### src/rtl/mgmt_mprj_wb_guard.sv
// mgmt_mprj_wb_guard: registered, timeout-bounded bridge from the management core's mprj Wishbone master to the user project.
// Define MPRJ_WB_STATUS_EN to build the timeout status registers (sticky flag, saturating count, last address).
module mgmt_mprj_wb_guard #(
  parameter int AW = 32,
  parameter int DW = 32,
  parameter int TIMEOUT_CYCLES = 1024,
  parameter logic [DW-1:0] TIMEOUT_DATA = 32'hFFFF_FFFF
) (
  input  logic          core_clk,
  input  logic          core_rstn,
  input  logic          mprj_cyc_o,
  input  logic          mprj_stb_o,
  input  logic          mprj_we_o,
  input  logic [3:0]    mprj_sel_o,
  input  logic [AW-1:0] mprj_adr_o,
  input  logic [DW-1:0] mprj_dat_o,
  input  logic          mprj_wb_iena,
  output logic          mprj_ack_i,
  output logic [DW-1:0] mprj_dat_i,
  output logic          usr_cyc_o,
  output logic          usr_stb_o,
  output logic          usr_we_o,
  output logic [3:0]    usr_sel_o,
  output logic [AW-1:0] usr_adr_o,
  output logic [DW-1:0] usr_dat_o,
  input  logic          usr_ack_i,
  input  logic [DW-1:0] usr_dat_i,
  input  logic          timeout_clr,
  output logic          timeout_sticky,
  output logic [7:0]    timeout_count,
  output logic [AW-1:0] timeout_adr
);
  localparam int CW = $clog2(TIMEOUT_CYCLES);
  typedef enum logic [1:0] {IDLE, REQ, RESP} state_t;
  state_t r_state, w_next;
  logic [CW-1:0] r_cnt;
  logic w_req, w_start, w_dis, w_abort, w_ack, w_to;
  assign w_req   = mprj_cyc_o & mprj_stb_o;
  assign w_start = r_state == IDLE && w_req && mprj_wb_iena;
  assign w_dis   = r_state == IDLE && w_req && !mprj_wb_iena;
  assign w_abort = r_state == REQ && !mprj_cyc_o;
  assign w_ack   = r_state == REQ && mprj_cyc_o && usr_ack_i && mprj_wb_iena;
  assign w_to    = r_state == REQ && mprj_cyc_o && !(usr_ack_i && mprj_wb_iena) && r_cnt == CW'(TIMEOUT_CYCLES - 1);
  assign mprj_ack_i = r_state == RESP;
  always_ff @(posedge core_clk or negedge core_rstn)
    if (!core_rstn) r_state <= IDLE;
    else r_state <= w_next;
  always_comb begin
    w_next = r_state;
    case (r_state)
      IDLE:    w_next = w_start ? REQ : w_dis ? RESP : IDLE;
      REQ:     w_next = w_abort ? IDLE : (w_ack || w_to) ? RESP : REQ;
      default: w_next = IDLE;
    endcase
  end
  always_ff @(posedge core_clk or negedge core_rstn) begin
    if (!core_rstn) begin
      usr_cyc_o  <= 1'b0;
      usr_stb_o  <= 1'b0;
      usr_we_o   <= 1'b0;
      usr_sel_o  <= '0;
      usr_adr_o  <= '0;
      usr_dat_o  <= '0;
      mprj_dat_i <= '0;
      r_cnt      <= '0;
    end else begin
      if (w_start) begin
        usr_cyc_o <= 1'b1;
        usr_stb_o <= 1'b1;
        usr_we_o  <= mprj_we_o;
        usr_sel_o <= mprj_sel_o;
        usr_adr_o <= mprj_adr_o;
        usr_dat_o <= mprj_dat_o;
        r_cnt     <= '0;
      end
      if (w_abort || w_ack || w_to) begin
        usr_cyc_o <= 1'b0;
        usr_stb_o <= 1'b0;
      end
      if (r_state == REQ && !w_abort && !w_ack && !w_to) r_cnt <= r_cnt + 1'b1;
      if (w_ack) mprj_dat_i <= usr_dat_i;
      if (w_to || w_dis) mprj_dat_i <= TIMEOUT_DATA;
    end
  end
`ifdef MPRJ_WB_STATUS_EN
  always_ff @(posedge core_clk or negedge core_rstn) begin
    if (!core_rstn) begin
      timeout_sticky <= 1'b0;
      timeout_count  <= '0;
      timeout_adr    <= '0;
    end else if (timeout_clr) begin
      timeout_sticky <= 1'b0;
      timeout_count  <= '0;
      timeout_adr    <= '0;
    end else if (w_to) begin
      timeout_sticky <= 1'b1;
      timeout_count  <= timeout_count + {7'd0, timeout_count != 8'hFF};
      timeout_adr    <= usr_adr_o;
    end
  end
`else
  logic w_unused;
  assign w_unused       = timeout_clr;
  assign timeout_sticky = 1'b0;
  assign timeout_count  = '0;
  assign timeout_adr    = '0;
`endif
endmodule
### config.mk
export PLATFORM = sky130hd
export DESIGN_NAME = mgmt_mprj_wb_guard
export DESIGN_NICKNAME = d
export VERILOG_FILES = /design/src/rtl/mgmt_mprj_wb_guard.sv
export SDC_FILE = /design/constraint.sdc
export NUM_CORES = 1
export LEC_CHECK = 0
export BUFFER_PORTS_ARGS = -buffer_cell sky130_fd_sc_hd__buf_2
export CAP_MARGIN = 20
export CORE_ASPECT_RATIO = 1.5
export CORE_MARGIN = 4
export CORE_UTILIZATION = 38
export CTS_CLUSTER_DIAMETER = 120
export DETAILED_ROUTE_END_ITERATION = 10
export HOLD_SLACK_MARGIN = 0.03
export PLACE_DENSITY = 0.69
export SYNTH_ARGS = -nofsm -noshare
export SYNTH_HDL_FRONTEND = slang
export SYNTH_SLANG_ARGS = --single-unit
### constraint.sdc
create_clock -name core_clk -period 1.86 [get_ports core_clk]
set_input_delay 0.186 -clock core_clk [delete_from_list [all_inputs] [get_ports core_clk]]
set_output_delay 0.186 -clock core_clk [all_outputs]
set_load 0.05 [all_outputs]
==> Yosys cells after proc, flatten, opt, wreduce, memory -nomap -nowiden <==
Cells that the tools add are included.
{ "word_totals": {"regBits": 114, "in_bits": 108} }
{ "classes": {"mux": 11, "bitwise": 1, "n_eq_ne": 3, "addsub": 1, "n_reduce_logical": 27} }
{ "ops": {"columns": ["operator", "count"], "rows": [
  ["$mux W32", 2],
  ["$mux W10", 2],
  ["$logic_and A1 B1 Y1", 13],
  ["$add A10 B1 Y10 const B", 1],
  ["$eq A10 B10 Y1 const B", 1],
  ["$mux W2", 4],
  ["$logic_not A1 Y1", 6],
  ["$reduce_bool A2 Y1", 3],
  ["$logic_or A1 B1 Y1", 4],
  ["$pmux W2 S2", 1],
  ["$eq A2 B1 Y1 const B", 1],
  ["$eq A2 B2 Y1 const B", 1],
  ["$logic_not A2 Y1", 1],
  ["$mux W1", 2],
  ["$and A1 B1 Y1", 1]
]} }

==> Logic depth before layout (Yosys ltp) <==
Gate-level depths: netlist (run 1).
{ "depth": {"ltp_word": 8, "depth_mapped": 7, "mapped_depth_nobuf": 6} }

==> Worst setup path after synthesis (run 1) <==
No wires, ideal clock.
{ "synth_timing": {"kind": "register to register", "start": "reg r_cnt[0]", "end": "reg r_cnt[6]", "n_path_buf": 1, "path_stages_with_launch": 7, "synth_period_minus_slack_ns": 1.667, "arrival_time_ns": 1.543, "slack_ns": 0.193, "setup_time_ns": 0.124, "cell_sequence": "dfrtp_1 ha_1 nand4_1 o311a_1 buf_6 and3_1 a211o_1"} }
{ "synth_between": {"elab_chain_cells": 5, "word_cells_on_any_way": 7} }
{ "synth_lines": {"columns": ["element", "line_no", "text"], "rows": [
  ["start: declaration", "36", "logic [CW-1:0] r_cnt;"],
  ["start signal: assignment", "80", "if (r_state == REQ && !w_abort && !w_ack && !w_to) r_cnt <= r_cnt + 1'b1;"],
  ["branches (longest 5 deep; another with $add A10 B1 Y10)", null, null]
]} }
Parallel ways; which one is timed is not known.
A chain may end at the register's enable or synchronous reset.

==> Final worst setup path (run 1) <==
{ "layout_timing": {"start": "reg r_cnt[1]", "end": "reg r_cnt[8]"} }
The elaborated chain is that of the path after synthesis.

==> results of run 1 <==
==> worst max-delay path: stages, from the launching register on <==
cell	delay [ns]
dfrtp_1	0.39
ha_1	0.19
nand4_1	0.19
o311a_4	0.44
and3_1	0.19
a211o_1	0.22
==> per-layer routing <==
metal | up-vias | part of all wire (%) | global-route usage (%)
met5 | - | 0 | 0
met4 | 0 | 3.5 | 9.31
met3 | 46 | 9.7 | 6.79
met2 | 258 | 48 | 33.2
met1 | 2206 | 39 | 23.9
li1 | 2309 | - | -
==> final timing paths <==
kind	startpoint	end	slack, ns	cells after the start
min in group asynchronous	core_rstn	usr_adr_o[21]	0.24	2
worst min register to register	usr_dat_o[4]	usr_dat_o[4]	0.47	2
worst min-delay path	usr_dat_i[12]	mprj_dat_i[12]	0.04	3
worst max register to register	r_cnt[1]	r_cnt[8]	0.13	5
max in group asynchronous	core_rstn	usr_dat_o[15]	1.04	3
worst max-delay path	r_cnt[1]	r_cnt[8]	0.13	5
==> report_power, final <==
part           switching (mW)  internal, mW  leakage [nW]
Clock                    1.12          2.00         0.279
Combinational            2.49         0.777          2.53
Sequential              0.248          2.94          1.35
==> cell type report <==
cell class                 instances  area (um2)  share of cell area, %
multi-input combinational        407        1780                   23.2
clock inverter                    13         138                   1.79
tap                              156         195                   2.53
inverter                           4        15.0                  0.195
sequential                       114        2850                   37.0
timing repair buffer             329        2270                   29.5
clock buffer                      19         443                   5.75
==> cells by family after synthesis <==
| logic type | Yosys count | share of synthesized area [%] |
|---|---|---|
| AO/OA/AOI/OAI | 16 | 2.65 |
| AND/OR/NAND/NOR | 347 | 29.4 |
| other | 1 | 0.0763 |
| buffers and inverters | 72 | 9.22 |
| multiplexers | 1 | 0.204 |
| flip-flops | 114 | 58.1 |
| adder cells (fa/ha/maj) | 1 | 0.255 |
| XOR/XNOR | 1 | 0.178 |
==> sequential cells by signal, summed over array words and instances (netlist names) <==
register / count
r_state: 2
usr_sel_o: 4
usr_stb_o: 1
r_cnt: 10
mprj_dat_i: 32
usr_we_o: 1
usr_dat_o: 32
usr_adr_o: 32
==> cell usage in the layout, fill, tap and decap left out, types with 3 or more instances in the layout <==
cell type	n
nand3_1	39
dfrtp_1	114
clkbuf_16	17
and3_1	4
nor3_1	4
nand2_1	279
conb_1	41
clkinv_4	4
or3_1	3
buf_12	6
inv_1	4
buf_4	13
dlygate4sd3_1	101
clkinv_2	4
clkinvlp_4	3
a21oi_1	3
a211o_1	3
buf_2	209
==> repair_timing <==
action | 4_1_cts | 5_1_grt
resized for setup | 0 | 3
setup endpoints to repair | 0 | 5
hold buffers | 101 | 0
endpoints found under the hold margin | 122 | 0
buffers inserted | 0 | 0
==> qor.txt, run 1 <==
Worst Path Required = 2.14 ns
Synth cell count leaders = nand2_1, dfrtp_1, buf_4
Die height = 147 um
Htree depth = 4
Placer's final routability congestion estimate = 0.819
Placed cells = 909
Hold Slack = 0.0403 ns
Initial antenna violation count = 0
Post-Route WL = 14.8 mm
Vias/cell = 4.62
Setup TNS = 0 ns
Synth top area cells = dfrtp_1, nand2_1, buf_4, nand3_1, clkbuf_1
Kind of critical path = reg -> reg
Port buffer count = 210
CTS Buf Count = 17
Clock-pin slew on the worst setup and hold paths = 0.05 ns
Final Setup Violations = 0
RSZ-0062 raised after global routing = false
Min-Delay Path Class = in -> reg
Wire length per cell = 14.2 um
Post-Layout Cell Count = 1042
First-pass GRT wire length = 24.4 mm
Final Cycle Share = 93.2%
Post-layout instance area = 7700 um2
Via count = 4819
Final hold vios = 0
Number of routed nets with antenna violations = 0
Placed wire-length estimate = 9.34 mm
I/O pin cnt = 253
Cell area after placement = 6090 um2
Mean post-synth cell area = 8.89 um2
Number of global-route vias before repair = 5057
Prevailing post-synth register cell = dfrtp_1
Yosys top cell area share = 58.1%
CTS tree = yes
MaxCap Viol Count = 0
Clk_skew = 0.0109 ns
Max-slew violations = 0
Worst Setup Start Kind = register
Clock root cell = clkbuf_16
Worst-Skew Late Latency = 0.40 ns
Synth-to-Final Area Change = 56.7%
P_leak = 4.16 nW
Tmin final = 1.73 ns
Synth unique cells = 39
Fill count = 1015
Tot Pwr = 9.57 mW
Yosys reg bits = 114
Starting Density = 39.1%
Run status = completed
N_diodes = 0
Post-synthesis sequential area ratio = 58.1%
Drt initial violations = 123
Drt drc = 0
Clk buf depth = 2
Max frequency = 0.577 GHz
Setup crit end kind = register
Synthesis warning total = 0
Synth Cell Area = 4910 um2
Largest net degree at the start of global routing = 56
Die area = 14900 um2
Endpoint arrival time on the critical path = 2.01 ns
Core area = 12600 um2
Cell taking the most area after synthesis = dfrtp_1
P per Cell Area = 1240 nW/um2
Share of cells above drive strength 1 = 30.5%
Row Count = 50
Async SR Flop Fraction = 100%
Place WS = 0.0517 ns
Worst VDD drop = 0.947 mV
Number of synthesized flops with an enable pin = 0
Nets = 982
Most numerous cell in the Yosys netlist = nand2_1
DIE WIDTH = 101 um
Peak fanout along the critical path = 8
Utilization after layout = 61.2%
Mapped Cells = 553
Fin worst setup slack = 0.127 ns
All-layer global routing usage = 20.3%
GRT overflow = 0
Detailed Routing Iterations Pass 1 = 4
Clock Sinks = 114
No activity file was read; power rests on OpenSTA's default activity.
==> run 2: changes to the inputs <==
--- a/config.mk
+++ b/config.mk
@@ -14,6 +14,7 @@
 export DETAILED_ROUTE_END_ITERATION = 10
 export HOLD_SLACK_MARGIN = 0.03
 export PLACE_DENSITY = 0.69
+export RECOVER_POWER = 25
 export SYNTH_ARGS = -nofsm -noshare
 export SYNTH_HDL_FRONTEND = slang
 export SYNTH_SLANG_ARGS = --single-unit
==> qor.txt, run 2 (synthesis gave the netlist of run 1 again) <==
Run status = completed
Worst VDD drop = 0.946 mV (-0.14%)
Tmin final = 1.73 ns (-0.00296 ns)
Wire length per cell = 14.2 um (-0.36%)
MaxCap Viol Count = 0 (unchanged)
Endpoint arrival time on the critical path = 2.01 ns (about the same)
Worst path max stage delay = 0.44 ns (about the same)
Initial antenna violation count = 0 (unchanged)
Row Count = 50 (unchanged)
Number of routed nets with antenna violations = 0 (unchanged)
Critical-path cell list = ha_1, nand4_1, o311a_4, and3_1, a211o_1
Max frequency = 0.578 GHz (+0.17%)
RSZ-0062 raised after global routing = false
Port buffer count = 210 (unchanged)
Most common cell after layout, fill and taps aside = nand2_1
Clock root cell = clkbuf_16
Setup TNS = 0 ns (unchanged)
Drt drc = 0 (unchanged)
Placed wire-length estimate = 9.34 mm (unchanged)
Starting Density = 39.1% (unchanged)
FF-to-FF path depth = 5 (unchanged)
Worst r2r src = r_cnt[1]
Kind of critical path = reg -> reg
Post-Layout Cell Count = 1042 (unchanged)
Placed cells = 909 (unchanged)
Worst-Skew Late Latency = 0.40 ns (about the same)
Setup crit end kind = register
Final Cycle Share = 93.0% (-0.16 points)
N_diodes = 0 (unchanged)
Hold Slack = 0.0401 ns (-0.000152 ns)
Critical-path top delay cell = o311a_4
All-layer global routing usage = 20.3% (unchanged)
Worst Setup Start Kind = register
Vias/cell = 4.64 (+0.27%)
Clock-pin slew on the worst setup and hold paths = 0.05 ns (about the same)
Fill count = 1020 (+0.49%)
Largest net degree at the start of global routing = 56 (unchanged)
Tightest Pin Transition = 0.762 ns
Clk_skew = 0.0108 ns (-0.000193 ns)
Detailed Routing Iterations Pass 1 = 4 (unchanged)
Clock Sinks = 114 (unchanged)
Htree depth = 4 (unchanged)
CTS tree = yes
Commonest non-fill, non-tap cells in the layout = nand2_1, buf_2, dfrtp_1
Clk buf depth = 2 (unchanged)
GRT overflow = 0 (unchanged)
P_leak = 4.15 nW (-0.26%)
CTS Buf Count = 17 (unchanged)
P per Cell Area = 1250 nW/um2 (+0.32%)
Synth-to-Final Area Change = 56.1%
Drt initial violations = 141 (+15%)
Core area = 12600 um2 (unchanged)
First-pass GRT wire length = 24.4 mm (unchanged)
DIE WIDTH = 101 um (unchanged)
Nets = 982 (unchanged)
Die height = 147 um (unchanged)
Final Setup Violations = 0 (unchanged)
Share of cells above drive strength 1 = 30.5% (unchanged)
Number of global-route vias before repair = 5057 (unchanged)
Regs by FF count = mprj_dat_i (32), usr_adr_o (32), usr_dat_o (32)
Hold path depth = 3 (unchanged)
Register-to-register setup slack = 0.13 ns (about the same)
WHS Endpoint = mprj_dat_i[12]
Worst Path Required = 2.14 ns (about the same)
Post-Route WL = 14.7 mm (-0.36%)
Via count = 4832 (+0.27%)
Peak fanout along the critical path = 8 (unchanged)
Min-Delay Path Class = in -> reg
Worst reg2reg endpoint = r_cnt[3]
Slew headroom = 49.2%
Die area = 14900 um2 (unchanged)
Final hold vios = 0 (unchanged)
I/O pin cnt = 253 (unchanged)
Placer's final routability congestion estimate = 0.819 (unchanged)
Hold Path Origin = usr_dat_i[12]
Max-slew violations = 0 (unchanged)
## run 2: cell count changes in the layout (fill, tap and decap cells not counted), sizes merged
| cell | delta |
|---|---|
| buf | -2 |
| clkbuf | +2 |
## run 2: final cells by class
cell class / count / area (um2) / share of cell area, %
timing repair buffer: 329 / 2240 / 29.3
multi-input combinational: 407 / 1780 / 23.2
clock buffer: 19 / 443 / 5.77
sequential: 114 / 2850 / 37.2
inverter: 4 / 15.0 / 0.196
tap: 156 / 195 / 2.54
clock inverter: 13 / 138 / 1.79
## run 2: worst max-delay path by stage
| stage | from | to | slack [ns] | cells past startpoint |
|---|---|---|---|---|
| 6_report | r_cnt[1] | r_cnt[3] | 0.13 | 5 |
| 3_5_place_dp | r_cnt[1] | r_cnt[9] | 0.05 | 5 |
| 4_1_cts | r_cnt[1] | r_cnt[9] | 0.05 | 5 |
| 5_1_grt | r_cnt[1] | r_cnt[8] | 0.007 | 5 |
| 3_3_place_gp | r_cnt[1] | r_cnt[9] | 0.08 | 5 |
| 2_1_floorplan | r_cnt[0] | r_cnt[6] | 0.19 | 6 |
## run 2: worst max-delay path: cells and delay by family (launching register included)
kind	cells	cell delay, ns
compound gates	2	0.66
fa+ha+maj	1	0.19
flops	1	0.39
simple gates	2	0.38
## run 2: metrics by stage
| step | setup WS, ns | instance area, um2 | util, % | power [mW] |
|---|---|---|---|---|
| after floorplan | 0.193 | 5060 | - | 5.53 |
| after global placement | 0.0839 | 6090 | 48.4 | 6.26 |
| after detailed placement | 0.0517 | 6090 | 48.4 | 6.30 |
| after CTS | 0.0514 | 7680 | 61.1 | 9.63 |
| after global routing | 0.00659 | 7670 | 61.0 | 10.0 |
| final | 0.130 | 7670 | 61.0 | 9.57 |
## run 2: what timing repair did
item,4_1_cts,5_1_grt
resized for setup,0,3
hold buffers,101,0
buffers inserted,0,0
endpoints found under the hold margin,122,0
endpoints found under the setup margin,0,5
## run 2: power by group
group	leakage (nW)	switching (mW)	total [mW]	internal, mW
sequential	1.35	0.248	3.19	2.94
clock	0.279	1.12	3.12	2.00
combinational	2.52	2.49	3.26	0.770
total	4.15	3.85	9.57	5.71
## run 2: layer usage
metal	up-vias	routed length [um]	track usage (%)
met3	36	1480	6.79
met4	0	481	9.31
met5	-	0	0
met1	2221	5640	23.9
met2	269	7140	33.2
li1	2306	-	-
